$ cat config.mk
export PLATFORM = sky130hd
export DESIGN_NAME = pwm_capture
export DESIGN_NICKNAME = d
export VERILOG_FILES = /design/src/rtl/pwm_capture.sv
export SDC_FILE = /design/constraint.sdc
export NUM_CORES = 1
export LEC_CHECK = 0
export CORE_UTILIZATION = 65
export DETAILED_ROUTE_END_ITERATION = 6
export DONT_BUFFER_PORTS = 1
export PLACE_DENSITY_LB_ADDON = 0.12
export SLEW_MARGIN = 15
export SYNTH_ARGS = -nofsm -noshare
export SYNTH_HDL_FRONTEND = slang
export SYNTH_SLANG_ARGS = --single-unit
export TNS_END_PERCENT = 1
$ cat constraint.sdc
create_clock -name clk_div -period 12.8 [get_ports clk_div]
set_input_delay 2.56 -clock clk_div [delete_from_list [all_inputs] [get_ports clk_div]]
set_output_delay 2.56 -clock clk_div [all_outputs]
set_load 0.01 [all_outputs]
$ cat src/rtl/pwm_capture.sv
// Purpose   : PWM period / high-width capture with servo range check and stuck-input detection.
// Latency   : valid rises 3 clk_div edges after s1 first samples the new rising edge (s1, s2, output register).
// Backpress.: none; valid is a one-cycle strobe, and results hold until the next strobe.
//
// Ports:
//    clk_div     block clock, all state on its rising edge
//    rst         asynchronous active-high reset
//    pwm_in      asynchronous PWM input
//    high_width  high-phase length of the last complete period (clk_div cycles)
//    period      total length of the last complete period (clk_div cycles)
//    valid       one-cycle strobe marking a new high_width/period/in_range
//    in_range    MIN_HIGH <= high_width <= MAX_HIGH for the current result
//    stuck_high  input held high longer than TIMEOUT; cleared by the next valid
//    stuck_low   input held low longer than TIMEOUT; cleared by the next valid
module pwm_capture #(
   parameter int unsigned CW       = 32,
   parameter int unsigned MIN_HIGH = 50_000,
   parameter int unsigned MAX_HIGH = 100_000,
   parameter int unsigned TIMEOUT  = 2_000_000
) (
   input  logic          clk_div,
   input  logic          rst,
   input  logic          pwm_in,
   output logic [CW-1:0] high_width,
   output logic [CW-1:0] period,
   output logic          valid,
   output logic          in_range,
   output logic          stuck_high,
   output logic          stuck_low
);

   localparam logic [CW-1:0] MIN_C     = CW'(MIN_HIGH);
   localparam logic [CW-1:0] MAX_C     = CW'(MAX_HIGH);
   localparam logic [CW-1:0] TIMEOUT_C = CW'(TIMEOUT);

   localparam logic [1:0] ST_IDLE = 2'd0;
   localparam logic [1:0] ST_HIGH = 2'd1;
   localparam logic [1:0] ST_LOW  = 2'd2;

   logic          s1;
   logic          s2;
   logic          s3;
   logic          rise;
   logic          fall;
   logic [1:0]    state;
   logic [CW-1:0] cnt;
   logic [CW-1:0] hi_lat;
   logic          hi_ok;

   // Three-flop chain; s1/s2 resolve metastability, s3 is the previous
   // synchronized sample for edge detection. Resetting to 1 means an input
   // that is already high at reset release never looks like a fresh rise,
   // so the first measured period always starts on a genuine edge.
   always_ff @(posedge clk_div or posedge rst) begin
      if (rst) begin
         s1 <= 1'b1;
         s2 <= 1'b1;
         s3 <= 1'b1;
      end else begin
         s1 <= pwm_in;
         s2 <= s1;
         s3 <= s2;
      end
   end

   assign rise  = s2 & ~s3;
   assign fall  = ~s2 & s3;
   assign hi_ok = (hi_lat >= MIN_C) && (hi_lat <= MAX_C);

   // cnt counts the current phase starting at 1 in the cycle after its edge
   // was detected, so on the closing edge it equals the phase length exactly.
   // Edges are tested before the timeout compare: a phase of exactly TIMEOUT
   // cycles is still a valid measurement.
   always_ff @(posedge clk_div or posedge rst) begin
      if (rst) begin
         state      <= ST_IDLE;
         cnt        <= '0;
         hi_lat     <= '0;
         high_width <= '0;
         period     <= '0;
         valid      <= 1'b0;
         in_range   <= 1'b0;
         stuck_high <= 1'b0;
         stuck_low  <= 1'b0;
      end else begin
         valid <= 1'b0;
         case (state)
            ST_IDLE: begin
               // Falls are ignored here; only a rise can start a period.
               if (rise) begin
                  cnt   <= CW'(1);
                  state <= ST_HIGH;
               end
            end
            ST_HIGH: begin
               if (fall) begin
                  hi_lat <= cnt;
                  cnt    <= CW'(1);
                  state  <= ST_LOW;
               end else if (cnt == TIMEOUT_C) begin
                  stuck_high <= 1'b1;
                  state      <= ST_IDLE;
               end else begin
                  cnt <= cnt + CW'(1);
               end
            end
            ST_LOW: begin
               if (rise) begin
                  // This rise closes one period and opens the next.
                  high_width <= hi_lat;
                  period     <= hi_lat + cnt;
                  in_range   <= hi_ok;
                  valid      <= 1'b1;
                  stuck_high <= 1'b0;
                  stuck_low  <= 1'b0;
                  cnt        <= CW'(1);
                  state      <= ST_HIGH;
               end else if (cnt == TIMEOUT_C) begin
                  stuck_low <= 1'b1;
                  state     <= ST_IDLE;
               end else begin
                  cnt <= cnt + CW'(1);
               end
            end
            default: begin
               state <= ST_IDLE;
               cnt   <= '0;
            end
         endcase
      end
   end

endmodule

# After elaboration in Yosys (flattened, before gate mapping)
# Index checks and enable logic that the tools add are counted.
[word_totals]
latchBits = 0
n_memories = 0
out_inout_bits = 68
word_cells = 52
romBits = 0
mem_bits_rw = 0
input_bits = 3
register_bits = 137
[classes]
eq_ne = 7
n_lt_le_gt_ge = 2
add_sub_neg = 2
mul = 0
n_div = 0
mux = 17
bitwise = 4
n_reduce_logical = 8
n_shift = 0
[op_table]
columns = ["op", "n"]
rows = [
  ["32-bit two-way mux", 4],
  ["32-bit case mux with 3 select lines", 1],
  ["32-bit by 1-bit adder with 32-bit output (second input constant)", 1],
  ["32-bit adder", 1],
  ["32-bit by 21-bit equality test with 1-bit output (second input constant)", 1],
  ["32-bit by 16-bit >= comparator with 1-bit output (second input constant)", 1],
  ["32-bit by 17-bit <= comparator with 1-bit output (second input constant)", 1],
  ["2-bit two-way mux", 4],
  ["2-bit inequality test (second input constant)", 4],
  ["1-bit two-way mux", 6],
  ["2-bit case mux with 3 select lines", 1],
  ["2-bit AND reduction", 3],
  ["4-bit AND reduction", 1],
  ["2-bit nonzero test", 2],
  ["1-bit bitwise AND", 2],
  ["2-bit by 1-bit equality test with 1-bit output (second input constant)", 1],
  ["2-bit equality test (second input constant)", 1],
  ["2-bit zero test", 1],
  ["1-bit NOT", 2],
  ["1-bit case mux with 2 select lines", 1],
  ["1-bit logical AND", 1],
]

# Longest topological paths before layout
# Gate-level depths: netlist of the first run.
[logic_depth]
word_depth = 4
ltp_mapped = 10
depth_no_buf = 10

# Worst setup path after synthesis of the first run
# Ideal clock, no wire load.
[synth_path]
path_type = "reg-to-output"
startpoint = "register stuck_high"
endpoint = "output port stuck_high"
arrival_time_ns = 0.394
setup_slack_ns = 9.846
path_stages_with_launch = 1
path_buffers = 0
t_required_ns = 10.240
cell_sequence = "dfrtp_1"
[synth_lines]
columns = ["item", "line", "rtl"]
rows = [
  ["from (decl)", "28", "output logic stuck_high,"],
  ["from (signal assigned)", "83", "stuck_high <= 1'b0;"],
  ["from (signal assigned)", "101", "stuck_high <= 1'b1;"],
  ["from (signal assigned)", "114", "stuck_high <= 1'b0;"],
]
# No word-level cell between the ends.

# Final worst setup path of the first run
[layout_path]
startpoint = "register in_range"
endpoint = "output port in_range"
[layout_lines]
columns = ["item", "line", "rtl"]
rows = [
  ["from (decl)", "27", "output logic in_range,"],
  ["from (signal assigned)", "112", "in_range <= hi_ok;"],
]
# No word-level cell between the ends.

==> flow_summary.toml, run 1 <==
[status]
status = "complete, no violations"

[logic_synthesis]
synth_seq_cells = 137
syn_area_per_cell_sq_um = 9.15
synthTopCellsByArea = "dfrtp_1 (45%), nand2_1 (9.6%), ha_1 (5.8%), mux2_2 (5.0%), o21ai_0 (4.7%)"
synthTopCellsByCount = "nand2_1 (189), dfrtp_1 (134), o21ai_0 (69), a21oi_1 (52), ha_1 (34)"
syn_area_sq_mm = 0.00739
yosysTopAreaCell = "dfrtp_1"
synth_nets = 846
async_reset_ff_frac = 1.00
yosys.cell_types.count = 58
ys.flop_type = "dfrtp_1"
ys_seq_area_frac = 0.464
synth_warnings = 0
yosysMostFrequentCell = "nand2_1"
yosysTopAreaCellShare = 0.454
synth_edf_count = 0
synth_cells = 808

[clocking]
hold_buffers = 0
cts_root_buffer = "clkbuf_16"
cts_tree = "built"
postCtsSetupBuffers = 0
cts.reportedPaths.clkPinSlew_ns = 0.06
cts_num_sinks = 137
cts_resized = 0
cts_buffer_depth = 2
htreeDepth = 4
numCtsBuffers = 17
clock_latency_ns = 0.43

[pwr]
p_leak_nw = 3.81
peakVddDrop_uv = 131
power_density_mw_per_mm2 = 141

[sta]
fin_tns_setup_ns = 0
slew_viol_final = 0
setup_slack_ns = 9.37
finalSetupViolCount = 0
rsz0062_at_grt = "false"
relSlewSlack = 0.318
fin_skew_ns = 0.0137
min_period_ns = 3.43
post-route-period-util = 0.268
fmax_ghz = 0.292
hold_violations = 0
tightest_slew_ns = 1.02

[routing]
ant_nets = 0
first_pass_iters = 5
viasPerCell = 6.52
wirelength_um = 18000
drt-wirelength-per-cell_um = 19.1
drc = 0
num_vias = 6166
drt_iter0_markers = 472

[critical_path]
arrival_ns = 0.87
critPathCaptureType = "output pin"
cp_data_required_time_ns = 10.24
crit-reg2reg-launch = "cnt[0]"
cp.depth = 0
startpoint = "in_range"
crit_type = "flip-flop to output pin"
ff2ff_path_depth = 10
critPathLaunchType = "flip-flop"
cp_max_fo = 2

[placement]
gp_congestion = 0.879
pre_cts_ws_ns = 8.85
port_buffers = 0
hpwl_um = 12200
place_area_sq_mm = 0.00746

[floorplanning]
boundaryPins = 71
row_count = 38
die_area_sq_mm = 0.0118
die_height_um = 109
start_util = 0.676
core_area_sq_mm = 0.0109
die_w_um = 109

[global_route]
grtUsageTotal = 0.323
met2_usage = 0.489
grt_max_degree = 96
grt_util_met3 = 0.0646
grt.overflow.total = 0
antenna_found_initial = 0
grt_pass1_vias = 5778
gr-usage-met1 = 0.459
grt_pass1_wl_um = 28800
grt_busiest_layer = "met2"

[hold_path]
holdCritPathClass = "flip-flop to flip-flop"
min_path_cells = 0
worstHoldStart = "s1"

[finish]
stdcell_area_sq_mm = 0.00801
syn_to_final_growth_pct = 8.45
drive_above_1_share = 0.102
fin_nets = 830
diodes = 0

[run]
cap_viol_max_count = 0
[sequential cells by signal (all words and copies together), names as in the netlist]
register / cells
stuck_low: 1
s3: 1
hi_lat: 32
in_range: 1
stuck_high: 1
s2: 1
state: 2
period: 32
high_width: 32
valid: 1
cnt: 32
s1: 1
[stage by stage]
step	utilization	power (mW)	cells	hold WS, ns
2_1_floorplan	-	0.623	808	0.345
3_3_place_gp	0.682	0.658	913	0.349
4_1_cts	0.733	1.13	945	0.357
6_report	0.733	1.13	945	0.356
3_5_place_dp	0.682	0.668	913	0.349
5_1_grt	0.733	1.17	945	0.363
[cells by family after synthesis]
| kind of cell | share of synthesized area |
|---|---|
| fa+ha+maj | 0.0603 |
| xor+xnor | 0.0367 |
| compound gates | 0.174 |
| flops | 0.464 |
| simple gates | 0.190 |
| buf+inv | 0.0235 |
| mux | 0.0503 |
[per-layer routing]
metal  part of all wire  wire length [um]
met1               0.45              8160
met2               0.45              8150
met3              0.076              1370
met4              0.020               355
met5                  0                 0
[layout make-up]
cell class | instances | area [sq um]
sequential | 137 | 3430
inverter | 7 | 31.3
timing repair buffer | 4 | 30.0
clock buffer | 21 | 460
fill | 811 | 2920
multi-input combinational | 625 | 3790
tap | 140 | 175
clock inverter | 11 | 97.6
[power breakdown]
part	internal (mW)	switching [mW]
combinational	0.0609	0.116
sequential	0.455	0.0362
clock	0.276	0.185
total	0.792	0.337
[worst paths after layout]
kind	to	slack (ns)
setup / recovery	in_range	9.37
hold / removal	s2	0.36
setup reg to reg	period[30]	9.47
hold reg to reg	s2	0.36
max in group asynchronous	high_width[23]	9.40
min in group asynchronous	high_width[9]	2.04
[layout by cell type (no fill, tap or decap), types with 5 or more instances in the layout]
master	Yosys	final
a211oi_1	6	6
a21o_1	13	13
a21oi_1	52	52
a31oi_1	16	16
and3_1	10	10
and4_1	5	5
clkbuf_16	0	17
dfrtp_1	134	134
ha_1	34	34
inv_1	6	5
mux2_2	33	33
nand2_1	189	188
nand3_1	13	13
nand4_1	20	20
nor2_1	31	31
nor2b_1	6	6
nor3_1	5	5
nor4_1	9	9
o21ai_0	69	69
o21ai_1	18	18
o31ai_1	9	9
xnor2_1	15	15
xor2_1	16	16
(Power assumes the default switching activity.)
==> run 2, diff against run 1 <==
--- a/config.mk
+++ b/config.mk
@@ -5,7 +5,7 @@
 export SDC_FILE = /design/constraint.sdc
 export NUM_CORES = 1
 export LEC_CHECK = 0
-export CORE_UTILIZATION = 65
+export CORE_UTILIZATION = 58
 export DETAILED_ROUTE_END_ITERATION = 6
 export DONT_BUFFER_PORTS = 1
 export PLACE_DENSITY_LB_ADDON = 0.12
==> constraint.sdc (replaced) <==
create_clock -name clk_div -period 2.9 [get_ports clk_div]
set_input_delay 0.58 -clock clk_div [delete_from_list [all_inputs] [get_ports clk_div]]
set_output_delay 0.58 -clock clk_div [all_outputs]
set_load 0.01 [all_outputs]
==> run 2 against run 1 <==
Sequential power grew to 4.3 times the previous value; critical path type is now flip-flop to flip-flop; combinational power grew to 5.0 times the previous value; sequential cell count did not move; via count is 0.88% higher; highest routed layer unchanged.
==> flow_summary.toml, run 2 (synthesis results as in run 1) <==
[critical_path]
cp_data_required_time_ns = 3.19
arrival_ns = 3.07
reg2reg_slack_ns = 0.12
critPathLaunchType = "flip-flop"
ff2ff_path_depth = 9
r2r-end = "period[27]"
cp_max_fo = 6
crit_type = "flip-flop to flip-flop"
critPathCaptureType = "flip-flop"
crit-reg2reg-launch = "cnt[7]"

[sta]
relSlewSlack = 0.451
finalSetupViolCount = 0
hold_violations = 0
min_period_ns = 2.78
fmax_ghz = 0.359
fin_skew_ns = 0.0115
tightest_slew_ns = 0.822
setup_slack_ns = 0.117
rsz0062_at_grt = "true"
post-route-period-util = 0.960
slew_viol_final = 0

[placement]
gp_congestion = 0.891
hpwl_um = 13400
dp_cells = 970
pre_cts_ws_ns = 0.154
port_buffers = 0

[pwr]
p_total_mw = 5.60
p_leak_nw = 4.05
peakVddDrop_uv = 699
intPower_mw = 4.08
pwr-share-comb = 0.157
power_density_mw_per_mm2 = 661
p_sw_frac = 0.272
power_switching_mw = 1.52
p_seq_frac = 0.381
clock_power_share = 0.462

[routing]
wirelength_um = 18900
drt_iter0_markers = 516
ant_nets = 0
first_pass_iters = 5
viasPerCell = 6.21
routed-wl-met2_um = 8260
dr.max_layer_used = "met4"
wirelength_met1_um = 8890
num_vias = 6220
dr_wl_met3_um = 1400
drc = 0
drt-wirelength-per-cell_um = 18.8

[clocking]
cts_root_buffer = "clkbuf_16"
cts_tree = "built"
cts.reportedPaths.clkPinSlew_ns = 0.06
clock_latency_ns = 0.42
htreeDepth = 4
cts_buffer_depth = 2
cts_num_sinks = 137
numCtsBuffers = 17

[global_route]
grt_max_degree = 74
grt_pass1_wl_um = 30800
antenna_found_initial = 0
grt.overflow.total = 0
grtUsageTotal = 0.306
grt_pass1_vias = 5915

[hold_path]
holdCritPathClass = "input pin to async pin"

[floorplanning]
start_util = 0.605
die_height_um = 115
core_area_sq_mm = 0.0122
die_area_sq_mm = 0.0132
boundaryPins = 71
row_count = 40
die_w_um = 115

[finish]
post_layout_nonfiller_instances = 1002
fin_nets = 859
final_common_cell = "nand2_1"
drive_above_1_share = 0.139
syn_to_final_growth_pct = 14.7
diodes = 0
final_cell_mix = "nand2_1 (188), dfrtp_1 (134), o21ai_0 (69)"

[run]
cap_viol_max_count = 0

[status]
status = "complete, no violations"
==> run 2: worst max path at each step <==
stage / startpoint / endpoint / slack [ns]
after floorplan: cnt[0] / period[30] / 0.18
after global placement: hi_lat[0] / period[26] / 0.20
after detailed placement: hi_lat[0] / period[26] / 0.15
after CTS: cnt[1] / period[25] / 0.09
after global routing: hi_lat[0] / period[30] / -0.003
final: cnt[7] / period[27] / 0.12
==> run 2: layout make-up <==
cell class | count | area [sq um]
Clock buffer | 19 | 453
Clock inverter | 13 | 260
Fill cell | 979 | 3740
Inverter | 7 | 30.0
Multi-Input combinational cell | 625 | 3800
Sequential cell | 137 | 3430
Tap cell | 168 | 210
Timing Repair Buffer | 33 | 285
==> run 2: critical path, stage by stage, from the launching register on <==
cell      delay, ns
dfrtp_1        0.47
ha_1           0.43
nand2_1        0.08
a21oi_1        0.25
a311oi_1       0.18
or4_4          0.58
o21ba_1        0.24
o21ai_2        0.18
xnor2_1        0.15
o21ai_1        0.08
==> run 2: power groups by stage <==
stage / Clock [mW] / Combinational [mW] / Sequential, mW
final: 2.59 / 0.881 / 2.13
after CTS: 2.61 / 0.855 / 2.13
after detailed placement: 0 / 0.849 / 2.16
after floorplan: 0 / 0.615 / 2.13
after global routing: 2.70 / 0.976 / 2.14
after global placement: 0 / 0.815 / 2.15
==> run 2: stage by stage <==
step           TNS (ns)  hold slack [ns]  utilization  area (sq um)
2_1_floorplan         0            0.345            -          7390
3_3_place_gp          0            0.346        0.634          7740
3_5_place_dp          0            0.347        0.634          7740
4_1_cts               0            0.132        0.693          8460
5_1_grt        -0.00298            0.131        0.694          8470
6_report              0            0.126        0.694          8470
==> run 2: routing by layer <==
layer	global-route usage	vias up
met2	0.444	286
li1	-	2910
met3	0.0685	35
met1	0.454	2989
met4	0.100	0
met5	0	-
==> run 2: what timing repair did <==
action / CTS / global route
resized for setup: 0 / 4
setup endpoints to repair: 0 / 6
setup buffers: 0 / 0
hold buffers: 0 / 0
